`src/rtl/clk_div_pkg.sv`:
```
// ============================================================================
// Module      : clk_div_pkg
// Description : Shared defaults and duty-cycle helper for prog_clk_divider.
// Revision    : 1.0 - initial release
// ============================================================================
`default_nettype none

package clk_div_pkg;

    localparam int DEF_NBITS = 3;
    localparam int DEF_DIV   = 4;

    // Number of high cycles in a period of n cycles: ceil(n/2).
    function automatic int unsigned ceil_half(input int unsigned n);
        return (n + 32'd1) >> 1;
    endfunction

endpackage : clk_div_pkg

`default_nettype wire

```
`src/rtl/prog_clk_divider.sv`:
```
// ============================================================================
// Module      : prog_clk_divider
// Description : Runtime-programmable integer clock divider with glitch-free
//               ratio changes applied only at period boundaries.
// Revision    : 1.0 - initial release
// ============================================================================
`default_nettype none

module prog_clk_divider
    import clk_div_pkg::*;
#(
    parameter int NBITS       = DEF_NBITS,
    parameter int DEFAULT_DIV = DEF_DIV
) (
    input  logic             i_clk,
    input  logic             i_rst,
    input  logic             i_enable,
    input  logic             i_load,
    input  logic [NBITS-1:0] i_div,
    output logic             o_load_ack,
    output logic             o_clk,
    output logic             o_tick,
    output logic [NBITS-1:0] o_phase
);

    localparam logic [NBITS-1:0] c_DEF_DIV = NBITS'(DEFAULT_DIV);
    localparam logic [NBITS-1:0] c_CNT_RST = (DEFAULT_DIV == 0) ? '0 : NBITS'(DEFAULT_DIV - 1);

    localparam logic [0:0] ST_STOP = 1'b0;
    localparam logic [0:0] ST_RUN  = 1'b1;

    logic [NBITS-1:0] cnt_q,        cnt_d;
    logic [NBITS-1:0] div_act_q,    div_act_d;
    logic [NBITS-1:0] div_pend_q,   div_pend_d;
    logic             pend_valid_q, pend_valid_d;
    logic             clk_q,        clk_d;
    logic             tick_q,       tick_d;
    logic             ack_q,        ack_d;
    logic             primed_q,     primed_d;

    logic [0:0]       w_state;
    logic [NBITS-1:0] w_new_div;
    logic             w_load_applied;
    logic             w_last;
    logic             w_boundary;

    assign w_state        = (div_act_q == '0) ? ST_STOP : ST_RUN;
    assign w_load_applied = i_load | pend_valid_q;
    assign w_new_div      = i_load ? i_div : (pend_valid_q ? div_pend_q : div_act_q);
    assign w_last         = (cnt_q == (div_act_q - NBITS'(1)));
    // A stopped divider treats any load as a period boundary.
    assign w_boundary     = (w_state == ST_RUN) ? w_last : w_load_applied;

    always_comb begin
        cnt_d        = cnt_q;
        div_act_d    = div_act_q;
        div_pend_d   = div_pend_q;
        pend_valid_d = pend_valid_q;
        clk_d        = clk_q;
        tick_d       = 1'b0;
        ack_d        = 1'b0;
        primed_d     = primed_q;

        if (i_load) begin
            div_pend_d   = i_div;
            pend_valid_d = 1'b1;
        end

        if (i_enable) begin
            primed_d = 1'b1;
            if (w_boundary) begin
                div_act_d    = w_new_div;
                cnt_d        = '0;
                tick_d       = (w_new_div != '0);
                clk_d        = (w_new_div != '0);
                ack_d        = w_load_applied;
                pend_valid_d = 1'b0;
            end else if (w_state == ST_RUN) begin
                cnt_d = cnt_q + NBITS'(1);
                clk_d = ((32'(cnt_q) + 32'd1) < ceil_half(32'(div_act_q)));
            end
        end
    end

    always_ff @(posedge i_clk) begin
        if (i_rst) begin
            cnt_q        <= c_CNT_RST;
            div_act_q    <= c_DEF_DIV;
            div_pend_q   <= '0;
            pend_valid_q <= 1'b0;
            clk_q        <= 1'b0;
            tick_q       <= 1'b0;
            ack_q        <= 1'b0;
            primed_q     <= 1'b0;
        end else begin
            cnt_q        <= cnt_d;
            div_act_q    <= div_act_d;
            div_pend_q   <= div_pend_d;
            pend_valid_q <= pend_valid_d;
            clk_q        <= clk_d;
            tick_q       <= tick_d;
            ack_q        <= ack_d;
            primed_q     <= primed_d;
        end
    end

    // Counter rests at N-1 after reset so the first enabled edge wraps; report phase 0 until then.
    assign o_phase    = primed_q ? cnt_q : '0;
    assign o_clk      = clk_q;
    assign o_tick     = tick_q;
    assign o_load_ack = ack_q;

endmodule : prog_clk_divider

`default_nettype wire

```
`config.mk`:
```
export PLATFORM = sky130hd
export DESIGN_NAME = prog_clk_divider
export DESIGN_NICKNAME = d
export VERILOG_FILES = /design/src/rtl/clk_div_pkg.sv /design/src/rtl/prog_clk_divider.sv
export SDC_FILE = /design/constraint.sdc
export NUM_CORES = 1
export LEC_CHECK = 0
export ABC_AREA = 1
export CAP_MARGIN = 20
export CORE_MARGIN = 3
export CORE_UTILIZATION = 56
export DETAILED_ROUTE_END_ITERATION = 16
export GPL_TIMING_DRIVEN = 0
export PLACE_DENSITY = 0.82
export SETUP_SLACK_MARGIN = 0.4
export SLEW_MARGIN = 20
export SYNTH_ARGS = -nofsm -noshare
export SYNTH_HDL_FRONTEND = slang
export SYNTH_SLANG_ARGS = --single-unit
```
`constraint.sdc`:
```
create_clock -name i_clk -period 5.1 [get_ports i_clk]
set_clock_uncertainty 0.1 [all_clocks]
set_input_delay 1.53 -clock i_clk [delete_from_list [all_inputs] [get_ports i_clk]]
set_output_delay 1.53 -clock i_clk [all_outputs]
set_load 0.05 [all_outputs]
```
==> impl_metrics.csv, run 1 <==
group,metric,value,unit
floorplan,die_w,45.9,um
job,maxCapViolCount,0,
setup_path,cp_max_fo,7,
yosys,synth_edf_count,0,
cells_and_area,layout_common_cells,"nand2_1 (33), dfxtp_1 (14), inv_1 (13)",
sta,finalSetupTns,0,ns
global_route,antenna_found_initial,0,
yosys,yosys_warnings,0,
yosys,ys_types,30,
cells_and_area,drive_above_1_share,21.6,%
floorplan,core-area,1400,um^2
global_route,grt_use_met3,5.93,%
yosys,async_flop_share,0,%
cells_and_area,n_antenna_cell,0,
place,place_area,1030,um^2
global_route,grt_usage,19.3,%
setup_path,worstPathArrival,1.69,ns
global_route,met1_usage,24.9,%
place,io_buffers,12,
floorplan,dieArea,2110,um^2
place,dp_hpwl,1.43,mm
pwr,ir_worst_vdd,0.319,mV
route,first_iter_violations,8,
route,routed_wl,1.74,mm
clock_network,ctsRootBufferMaster,"clkbuf_4",
clock_network,cts_setup_buffers,0,
yosys,netlist_area,892,um^2
sta,period_needed,3.32,ns
route,via_per_inst,5.21,
yosys,synth.net_count,132,
floorplan,fp-row-count,13,
yosys,synth_cells,119,
setup_path,startpoint_type,"flip-flop",
clock_network,hold_buffers,0,
pwr,leakage,0.524,nW
cells_and_area,fin_area,1050,um^2
pwr,p_per_area,478,nW/um^2
yosys,avgSynthCellArea,7.50,um^2
sta,hold_violations,0,
global_route,top_usage_layer,"met2",
cells_and_area,final_common_cell,"nand2_1",
hold_path,holdCritPathClass,"flip-flop to flip-flop",
run_status,status,"finished, final reports clean",
clock_network,cts_buffer_depth,2,
yosys,ys_seq_area_share,31.4,%
global_route,gr-total-overflow,0,
clock_network,cts-resized-gates,0,
global_route,use_met2,32.4,%
floorplan,start_util,63.8,%
route,drt.antenna.violating_nets,0,
cells_and_area,fin_nets,149,
floorplan,ios,13,
clock_network,cts_made_buffers,3,
sta,maxSlewHeadroom,66.6,%
clock_network,clkSlewWorstSetupHoldPaths,0.07,ns
global_route,grt_max_degree,8,
setup_path,crit_type,"flip-flop to primary output",
sta,slew_violations,0,
cells_and_area,fillers,119,
clock_network,cts_tree,"done",
floorplan,die_h,45.9,um
route,vias,776,
sta,period_share,65.1,%
sta,setup_violations,0,
route,drt_first_pass_iters,4,
clock_network,insertion_delay,0.27,ns
route,wl_per_cell,11.7,um
global_route,grt_pass1_vias,712,
yosys,ys_ff_latch,14,
clock_network,htreeDepth,1,
sta,fmax,0.301,GHz
yosys,synth_ff_type,"dfxtp_1",
route,drc,0,
place,place_congestion,0.784,
sta,rsz0062_at_grt,"false",
cells_and_area,syn_to_final_growth,18.1,%
setup_path,required,3.47,ns
clock_network,clkSinkCount,14,
setup_path,crit_path_end_kind,"primary output",
sta,worst_pin_slew,0.499,ns
global_route,grt_pass1_wl,2.99,mm
## state kept, by name, indices dropped and copies added (netlist names)
| signal | count |
|---|---|
| o_load_ack | 1 |
| primed_q | 1 |
| o_clk | 1 |
| pend_valid_q | 1 |
| o_tick | 1 |
| div_pend_q | 3 |
| cnt_q | 3 |
| div_act_q | 3 |
## cells in the mapped netlist, types with 2 or more instances
cell type	n	area [um^2]
o21ai_1	2	10.0
nand2_1	33	124
inv_1	13	48.8
o21ai_0	2	10.0
nand3_1	3	15.0
ha_1	6	75.1
nor2_1	5	18.8
a21oi_2	2	17.5
a21boi_1	2	15.0
nor2_2	3	18.8
inv_2	4	15.0
nand2_4	6	67.6
dfxtp_1	14	280
a21oi_1	4	20.0
nand2_2	5	31.3
## logic make-up (layout without fill, tap and decap cells)
group,after synthesis,in the layout,synth area share (%)
AOI/OAI and AO/OA,18,18,13.7
xor gates and xnor gates,2,2,1.96
adders and majority gates,6,6,8.41
buffers and inverters,20,35,9.26
DFF,14,14,31.4
and+or+nand+nor,59,59,35.2
## per-layer routing
layer | share of wire, % | up-vias
met4 | 0.35 | 0
met3 | 4.5 | 2
li1 | - | 410
met5 | 0 | -
met2 | 48 | 14
met1 | 47 | 350
## layout make-up
cell class              instances  area, um^2  share of cell area, %
multi-input cells              85         529                   50.2
flip-flops and latches         14         280                   26.6
repair buffers                 12         120                   11.4
inverters                      20        82.6                   7.84
clock buffers                   3        22.5                   2.14
well taps                      15        18.8                   1.78
## power by group
| part | leakage, nW | internal [mW] | switching, mW | total [mW] |
|---|---|---|---|---|
| logic | 0.395 | 0.107 | 0.182 | 0.289 |
| clock network | 0.0138 | 0.0273 | 0.0311 | 0.0584 |
| registers | 0.116 | 0.131 | 0.0253 | 0.157 |
| total | 0.524 | 0.266 | 0.238 | 0.504 |
## worst max-delay path: stages, from the launching register on
cell and delay [ns]:
dfxtp_1 0.47, nand2_1 0.09, inv_1 0.06, clkdlybuf4s50_1 0.79
## worst paths after layout
kind | cells past startpoint | slack (ns) | endpoint | startpoint
min | 2 | 0.37 | div_pend_q[2] | div_pend_q[2]
min reg2reg | 2 | 0.37 | div_pend_q[2] | div_pend_q[2]
max reg2reg | 11 | 3.28 | div_act_q[1] | div_act_q[0]
max | 3 | 1.78 | o_phase[0] | cnt_q[0]
## metrics by stage
step           total power [mW]  setup WS [ns]  hold slack (ns)  cells  utilization [%]
2_1_floorplan             0.385           2.68            0.333    119                -
3_3_place_gp              0.439           1.99            0.351    146             73.7
3_5_place_dp              0.448           1.95            0.356    146             73.7
4_1_cts                   0.508           1.76            0.367    149             75.3
5_1_grt                   0.551           1.66            0.377    149             75.3
6_report                  0.504           1.78            0.367    149             75.3
Note: power is estimated with default switching activity, not from simulation.
==> run 2: changes to the inputs <==
--- a/config.mk
+++ b/config.mk
@@ -8,10 +8,10 @@
 export ABC_AREA = 1
 export CAP_MARGIN = 20
 export CORE_MARGIN = 3
-export CORE_UTILIZATION = 56
+export CORE_UTILIZATION = 52
 export DETAILED_ROUTE_END_ITERATION = 16
 export GPL_TIMING_DRIVEN = 0
-export PLACE_DENSITY = 0.82
+export PLACE_DENSITY = 0.77
 export SETUP_SLACK_MARGIN = 0.4
 export SLEW_MARGIN = 20
 export SYNTH_ARGS = -nofsm -noshare
==> constraint.sdc (replaced) <==
create_clock -name i_clk -period 3.5 [get_ports i_clk]
set_clock_uncertainty 0.1 [all_clocks]
set_input_delay 1.05 -clock i_clk [delete_from_list [all_inputs] [get_ports i_clk]]
set_output_delay 1.05 -clock i_clk [all_outputs]
set_load 0.05 [all_outputs]
==> impl_metrics.csv, run 2 (same netlist as run 1, synthesis figures left out) <==
group,metric,value,unit
run_status,status,"finished, final reports clean",
global_route,grt_pass1_vias,704,
cells_and_area,fin_area,1050,um^2
setup_path,worstPathArrival,1.70,ns
global_route,top_usage_layer,"met2",
pwr,leakage,0.524,nW
pwr,p_int,0.388,mW
clock_network,cts_buffer_depth,2,
clock_network,insertion_delay,0.28,ns
pwr,p_sw,0.353,mW
route,drc,0,
cells_and_area,layout_common_cells,"nand2_1 (33), dfxtp_1 (14), inv_1 (13)",
clock_network,ctsRootBufferMaster,"clkbuf_4",
sta,fmax,0.351,GHz
sta,post-route-worst-setup-slack,0.649,ns
clock_network,cts_made_buffers,3,
sta,setup_violations,0,
place,place_area,1030,um^2
sta,worst_pin_slew,0.501,ns
global_route,antenna_found_initial,0,
clock_network,cts_tree,"done",
hold_path,holdCritPathClass,"flip-flop to flip-flop",
route,wl_per_cell,11.8,um
pwr,netSwitchingFraction,47.6,%
floorplan,die_h,47.4,um
clock_network,htreeDepth,1,
floorplan,ios,13,
place,dp_hpwl,1.44,mm
job,maxCapViolCount,0,
route,routed_wl,1.77,mm
route,first_iter_violations,7,
global_route,gr-total-overflow,0,
pwr,p_seq_share,30.8,%
sta,hold-worst-slack,0.367,ns
route,drt.antenna.violating_nets,0,
sta,rsz0062_at_grt,"false",
route,via_per_inst,5.14,
floorplan,core-area,1560,um^2
setup_path,r2r_start,"cnt_q[0]",
setup_path,required,2.35,ns
floorplan,start_util,57.2,%
cells_and_area,syn_to_final_growth,18.2,%
cells_and_area,final_common_cell,"nand2_1",
setup_path,crit_type,"flip-flop to primary output",
cells_and_area,n_antenna_cell,0,
floorplan,die_w,47.4,um
cells_and_area,fin_nets,149,
setup_path,crit_path_end_kind,"primary output",
clock_network,cts-resized-gates,0,
sta,hold_violations,0,
clock_network,hold_buffers,0,
sta,maxSlewHeadroom,66.5,%
clock_network,clkSinkCount,14,
floorplan,dieArea,2250,um^2
global_route,met1_usage,23.2,%
pwr,p_comb_share,57.4,%
cells_and_area,drive_above_1_share,21.6,%
sta,period_needed,2.85,ns
global_route,use_met2,30.5,%
global_route,grt_usage,18.6,%
pwr,p_per_area,702,nW/um^2
hold_path,hp-start,"div_pend_q[2]",
route,vias,771,
global_route,grt_max_degree,8,
floorplan,fp-row-count,14,
pwr,power_frac_clock,11.9,%
global_route,grt_pass1_wl,2.90,mm
cells_and_area,final_core_utilization,67.7,%
global_route,grt_use_met3,2.63,%
sta,finalSetupTns,0,ns
place,dp_slack,0.857,ns
cells_and_area,top_regs,"cnt_q x3, div_act_q x3, div_pend_q x3",
place,io_buffers,12,
place,place_congestion,0.820,
sta,period_share,81.5,%
sta,slew_violations,0,
clock_network,cts_setup_buffers,0,
setup_path,startpoint_type,"flip-flop",
pwr,ir_worst_vdd,0.431,mV
clock_network,clkSlewWorstSetupHoldPaths,0.08,ns
setup_path,cp_max_fo,7,
route,drt_first_pass_iters,4,
setup_path,startpoint,"cnt_q[0]",
==> run 2: cell counts in the layout (fill, tap and decap cells not counted) <==
No cell type changed its count.
==> run 2: routing by layer <==
layer  vias to the layer above  routed length, um  share of wire (%)
met4                         0                 42                2.4
met2                        11                871                 49
met3                         4                 37                2.1
met1                       346                819                 46
li1                        410                  -                  -
met5                         -                  0                  0
==> run 2: through the flow <==
stage	instances	power (mW)
2_1_floorplan	119	0.561
3_3_place_gp	147	0.641
3_5_place_dp	147	0.655
4_1_cts	150	0.747
5_1_grt	150	0.799
6_report	150	0.741
==> run 2: worst paths after layout <==
check | slack, ns | to | cells after the start
max | 0.65 | o_phase[0] | 3
min | 0.37 | div_pend_q[2] | 2
max reg2reg | 1.64 | o_clk | 11
min reg2reg | 0.37 | div_pend_q[2] | 2
==> run 2: cell type report <==
| type | instances | area (um^2) |
|---|---|---|
| fillers | 140 | 504 |
| multi-input cells | 85 | 529 |
| flip-flops and latches | 14 | 280 |
| clock buffers | 3 | 22.5 |
| inverters | 20 | 82.6 |
| well taps | 16 | 20.0 |
| repair buffers | 12 | 120 |
==> run 2: worst max-delay path, stage by stage (launching register included) <==
cell and delay [ns]:
dfxtp_1 0.49, nand2_1 0.09, inv_1 0.06, clkdlybuf4s50_1 0.79
==> run 2: power by group through the flow <==
stage          Sequential, mW  Clock, mW  Combinational (mW)
2_1_floorplan           0.256          0               0.305
3_3_place_gp            0.230          0               0.411
3_5_place_dp            0.232          0               0.423
4_1_cts                 0.228     0.0912               0.427
5_1_grt                 0.233     0.0965               0.470
6_report                0.228     0.0879               0.425
==> run 3: changes to the inputs <==
==> constraint.sdc (replaced) <==
create_clock -name i_clk -period 2.7 [get_ports i_clk]
set_clock_uncertainty 0.1 [all_clocks]
set_input_delay 0.81 -clock i_clk [delete_from_list [all_inputs] [get_ports i_clk]]
set_output_delay 0.81 -clock i_clk [all_outputs]
set_load 0.05 [all_outputs]
==> impl_metrics.csv, run 3 (same netlist as run 1, synthesis figures left out) <==
group,metric,value,unit
run_status,status,"finished, final reports clean",
setup_path,cp_max_fo,5,
sta,maxSlewHeadroom,67.1,%
pwr,p_per_area,912,nW/um^2
place,place_area,1030,um^2
sta,slew_violations,0,
global_route,grt_pass1_wl,2.90,mm
floorplan,core-area,1560,um^2
job,maxCapViolCount,0,
route,wl_per_cell,11.8,um
floorplan,start_util,57.2,%
place,dp_hpwl,1.44,mm
cells_and_area,seq_area,280,um^2
cells_and_area,fin_nets,149,
route,routed_wl,1.76,mm
route,drt.antenna.violating_nets,0,
cells_and_area,fillers,145,
route,via_per_inst,5.16,
route,drc,0,
cells_and_area,final_core_utilization,66.8,%
floorplan,ios,13,
global_route,gr-total-overflow,0,
route,vias,774,
clock_network,clkSinkCount,14,
global_route,grt_pass1_vias,704,
clock_network,insertion_delay,0.28,ns
cells_and_area,multi_input_area,529,um^2
sta,hold_violations,0,
route,first_iter_violations,8,
global_route,grt_max_degree,8,
setup_path,startpoint_type,"flip-flop",
cells_and_area,fin_area,1040,um^2
sta,setup_violations,0,
clock_network,ctsRootBufferMaster,"clkbuf_4",
place,place_congestion,0.820,
cells_and_area,drive_above_1_share,23.1,%
floorplan,die_h,47.4,um
setup_path,worstPathArrival,1.29,ns
clock_network,cts_buffer_depth,2,
cells_and_area,syn_to_final_growth,16.7,%
clock_network,cts_setup_buffers,0,
sta,finalSetupTns,0,ns
clock_network,hold_buffers,0,
sta,period_share,81.5,%
floorplan,fp-row-count,14,
cells_and_area,top_regs,"cnt_q x3, div_act_q x3, div_pend_q x3",
setup_path,crit_path_end_kind,"primary output",
sta,period_needed,2.20,ns
global_route,antenna_found_initial,0,
place,io_buffers,12,
clock_network,cts_tree,"done",
floorplan,die_w,47.4,um
clock_network,htreeDepth,1,
clock_network,clkSlewWorstSetupHoldPaths,0.08,ns
sta,rsz0062_at_grt,"false",
floorplan,dieArea,2250,um^2
clock_network,cts_made_buffers,3,
pwr,ir_worst_vdd,0.527,mV
global_route,grt_usage,18.6,%
cells_and_area,final_common_cell,"nand2_1",
pwr,leakage,0.539,nW
cells_and_area,layout_common_cells,"nand2_1 (33), dfxtp_1 (14), inv_1 (13)",
sta,fmax,0.454,GHz
setup_path,required,1.79,ns
setup_path,crit_type,"flip-flop to primary output",
route,drt_first_pass_iters,4,
cells_and_area,n_antenna_cell,0,
hold_path,holdCritPathClass,"flip-flop to flip-flop",
sta,worst_pin_slew,0.496,ns
==> run 3: area by class of cell <==
type	count	share of cell area [%]
inverters	20	7.93
multi-input cells	85	50.8
repair buffers	12	10.2
flip-flops and latches	14	26.9
well taps	16	1.92
clock buffers	3	2.16
==> run 3: per-stage QoR <==
step	cells	total power, mW	setup slack (ns)	hold slack [ns]
floorplan	119	0.727	0.996	0.333
finish	150	0.949	0.498	0.367
detailed placement	147	0.849	0.297	0.359
CTS	150	0.956	0.360	0.370
global placement	147	0.831	0.288	0.351
global route	150	1.02	0.410	0.390
==> run 3: final timing paths <==
check | startpoint | end | slack [ns] | cells after the start
setup / recovery | cnt_q[1] | o_phase[1] | 0.50 | 3
hold / removal | div_pend_q[2] | div_pend_q[2] | 0.37 | 2
setup reg to reg | cnt_q[0] | o_clk | 0.83 | 11
hold reg to reg | div_pend_q[2] | div_pend_q[2] | 0.37 | 2
==> run 3: critical path, cell delays in order (launching register included) <==
cell and delay, ns:
dfxtp_1 0.42, nand2_1 0.07, inv_1 0.05, clkdlybuf4s15_1 0.48
==> run 3: timing repair <==
action / 4_1_cts / 5_1_grt
gates resized for setup: 7 / 4
cloned: 0 / 0
endpoints found under the hold margin: 0 / 0
endpoints found under the setup margin: 6 / 3
pin swaps: 0 / 0
==> run 3: power breakdown <==
part,internal [mW],switching (mW)
combinational,0.192,0.347
sequential,0.248,0.0471
clock,0.0518,0.0633
==> run 3: layer usage <==
| metal | wire length (um) | global-route usage [%] | part of all wire [%] |
|---|---|---|---|
| met5 | 0 | 0 | 0 |
| met3 | 37 | 2.63 | 2.1 |
| met2 | 865 | 30.5 | 49 |
| met4 | 42 | 10.5 | 2.4 |
| met1 | 819 | 23.2 | 46 |
